`config.mk`:
```
export PLATFORM = sky130hd
export DESIGN_NAME = hold_counter
export DESIGN_NICKNAME = d
export VERILOG_FILES = /design/src/rtl/hold_counter.sv
export SDC_FILE = /design/constraint.sdc
export NUM_CORES = 1
export LEC_CHECK = 0
export ABC_CLOCK_PERIOD_IN_PS = 1450
export CELL_PAD_IN_SITES_DETAIL_PLACEMENT = 0
export CELL_PAD_IN_SITES_GLOBAL_PLACEMENT = 1
export CORE_AREA = 3 3 40 42
export CTS_CLUSTER_DIAMETER = 100
export DETAILED_ROUTE_END_ITERATION = 7
export DIE_AREA = 0 0 43 45
export PLACE_DENSITY_LB_ADDON = 0.1
export SYNTH_ARGS = -nofsm -noshare
export SYNTH_HDL_FRONTEND = slang
export SYNTH_SLANG_ARGS = --single-unit
```
`constraint.sdc`:
```
create_clock -name clock -period 1.45 [get_ports clock]
set_input_delay 0.3625 -clock clock [delete_from_list [all_inputs] [get_ports clock]]
set_output_delay 0.3625 -clock clock [all_outputs]
set_load 0.005 [all_outputs]
```
`src/rtl/hold_counter.sv`:
```
// -----------------------------------------------------------------------------
// hold_counter
//
// A free-running binary up-counter with a synchronous hold and an
// asynchronous clear. The memory models use it as a delay timer. The parent
// drives hold from &cntr, so the count stops at all-ones and marks
// "delay elapsed". The parent pulses reset low between accesses to start a
// new delay.
//
// Parameters:
//   SIZE   width of the count register in bits (>= 1); range 0 .. 2^SIZE-1
//
// Ports:
//   clock  in   rising-edge clock
//   reset  in   asynchronous, active-low clear; forces cntr to 0 immediately
//   hold   in   1: keep the current count on the edge; 0: increment
//   cntr   out  current count, driven straight from the register
// -----------------------------------------------------------------------------
module hold_counter #(
  parameter int SIZE = 4
) (
  input  logic            clock,
  input  logic            reset,
  input  logic            hold,
  output logic [SIZE-1:0] cntr
);

  localparam logic [SIZE-1:0] ONE = SIZE'(1);

  logic [SIZE-1:0] cntr_reg;

  // The counter wraps modulo 2^SIZE because the MSB carry is dropped.
  // The counter does not saturate by itself; the parent does that
  // through hold.
  always_ff @(posedge clock or negedge reset) begin
    if (!reset) begin
      cntr_reg <= '0;
    end else if (!hold) begin
      cntr_reg <= cntr_reg + ONE;
    end
  end

  assign cntr = cntr_reg;

endmodule

```
==> summary.txt <==
Switching share of power: 0.279
Simple-Gate Fraction of Synth Area: 0.167
Netlist cell types: 6
Worst-path cell with the longest stage delay: clkdlybuf4s50_1
Clk pwr share: 0.197
Max transition margin: 0.872
CP cell instances: clkdlybuf4s50_1
Mux share of post-synthesis cell area: 0.0625
Share of layout cells above drive strength 1: 0.375
Tcrit/Tclk final: 0.974
Antenna Diode Count: 0
Max VDD drop: 0.612 mV
RSZ-0062 raised after global routing: no
Comb pwr share: 0.514
Buf/Inv on CP: 1
Internal Pwr Total: 0.000489 W
Top delay family on crit path: buffers and inverters
Worst-Margin Slew: 0.191 ns
Number of global-route vias before repair: 117
Slew Limit Fails: 0
Critical-path maximum fanout: 2
CP Depth: 1
CTS Hold Bufs: 0
Commonest cells after routing, fill and taps aside: dfrtp_1, buf_4
I/O pins: 7
Routed vias/inst: 3.23
WHS: 0.338 ns
Largest family of logic cells by synthesized area: simple AND/OR/NAND/NOR gates
Clock Tree Buf Depth: 2
Via count: 126
Post-synthesis compound-gate area fraction: 0
Highest Clock Rate: 708 MHz
Power Density: 2130 nW/µm²
Leak: 0.167 nW
R2R depth: 3
# DRC: 0
Syn Nets: 15
Post-synthesis instance area: 180 µm²
Tmin final: 1.41 ns
Cts bufs inserted: 3
Pin count of the biggest net entering global routing: 5
Root buf cell: clkbuf_4
First-pass GRT wire length: 510 µm
WS Path Type: flop to primary output
Synth-to-layout area growth: 77.1%
Adder-cell share of the synthesized area: 0.0694
Final core occ: 0.248
Port Buf Inserts: 6
Endpoints failing setup: 0
Rows: 13
Core area: 1280 µm²
Die Wd: 43 µm
Max Cap Viol: 0
Hold WC Path Type: primary input to asynchronous set/reset pin
Max reg flops: 4
Worst-path clk slew: 0.04 ns
Register share of total power: 0.289
Die area: 1940 µm²
Initial DRC Count: 3
Crit end category: primary output
Final-report hold violation count: 0
Status: complete, no violations
Post-Syn Instances: 11
#FFs+latches synth: 4
Starting Density: 0.140
1st-pass router iterations: 2
Total Routing Usage GR: 0.0434
Clk_lat worst skew: 0.23 ns
Congestion Overflow GR: 0
Final #Nets: 30
Synth Area in XOR/XNOR: 0.146
Drt wl/cell: 8.21 µm
Synth Area per Inst: 16.4 µm²
Worst EP required: 1.09 ns
Final wirelength: 320 µm
ANT nets after route: 0
Antenna violations before repair: 0
CTS sink cnt: 4
CTS tree: built
Switching pwr: 0.000189 W
CP peak stage delay: 0.49 ns
Die H: 45 µm
Post-synthesis sequential area ratio: 0.556
H-tree depth: 1
Critical Path AT: 1.05 ns
Routability cong.: 0.595
Post-route setup TNS: 0 ns
Fin Clk Skew: 0.00338 ns
Startpoint Class: flop
Yosys Warn Count: 0
layout make-up:
cell class	count	area [µm²]
clock buffer	3	22.5
multi-input combinational	7	80.1
timing repair buffer	10	97.6
fill	144	966
sequential	4	100
tap	15	18.8
final timing paths:
path                          from      end  slack (ns)
max                        cntr[3]  cntr[3]        0.04
min                          reset  cntr[2]        0.34
max reg2reg                cntr[0]  cntr[1]        0.29
min reg2reg                cntr[3]  cntr[3]        0.53
max in group asynchronous    reset  cntr[3]        0.94
min in group clock         cntr[3]  cntr[3]        0.53
per-stage QoR:
step	instance area [µm²]	instances	setup slack, ns	power [W]
2_1_floorplan	180	11	0.355	0.000344
3_3_place_gp	282	35	0.0652	0.000551
3_5_place_dp	282	35	0.0688	0.000552
4_1_cts	312	39	0.00161	0.000712
5_1_grt	319	39	0.00843	0.000740
6_report	319	39	0.0379	0.000678
per-layer routing:
metal / global-route usage / wire length (µm) / vias up
li1: - / - / 64
met1: 0.0487 / 161 / 56
met2: 0.0419 / 128 / 6
met3: 0.0359 / 29 / 0
met4: 0.0542 / 0 / 0
met5: 0 / 0 / -
repair_timing:
item                       in CTS  in global routing
cloned                          0                  0
resized for setup               0                  3
setup endpoints to repair       1                  3
setup buffers                   1                  0
cell usage after synthesis:
| cell | count | area, µm² |
|---|---|---|
| dfrtp_1 | 4 | 100 |
| ha_1 | 1 | 12.5 |
| mux2_2 | 1 | 11.3 |
| nand2b_1 | 1 | 6.26 |
| nand4b_4 | 1 | 23.8 |
| xnor2_1 | 3 | 26.3 |
cell families (layout without fill, tap and decap cells):
family,count (synthesis),count (layout)
xor+xnor,3,3
fa+ha+maj,1,1
buf+inv,0,13
flops,4,4
mux,1,1
simple gates,2,2
power by group through the flow:
stage / sequential [W] / combinational [W] / clock, W
after floorplan: 0.000250 / 0.0000941 / 0
after global placement: 0.000204 / 0.000347 / 0
after detailed placement: 0.000205 / 0.000347 / 0
after CTS: 0.000200 / 0.000371 / 0.000142
after global routing: 0.000205 / 0.000379 / 0.000156
final: 0.000196 / 0.000348 / 0.000134
No activity file was read; power rests on OpenSTA's default activity.
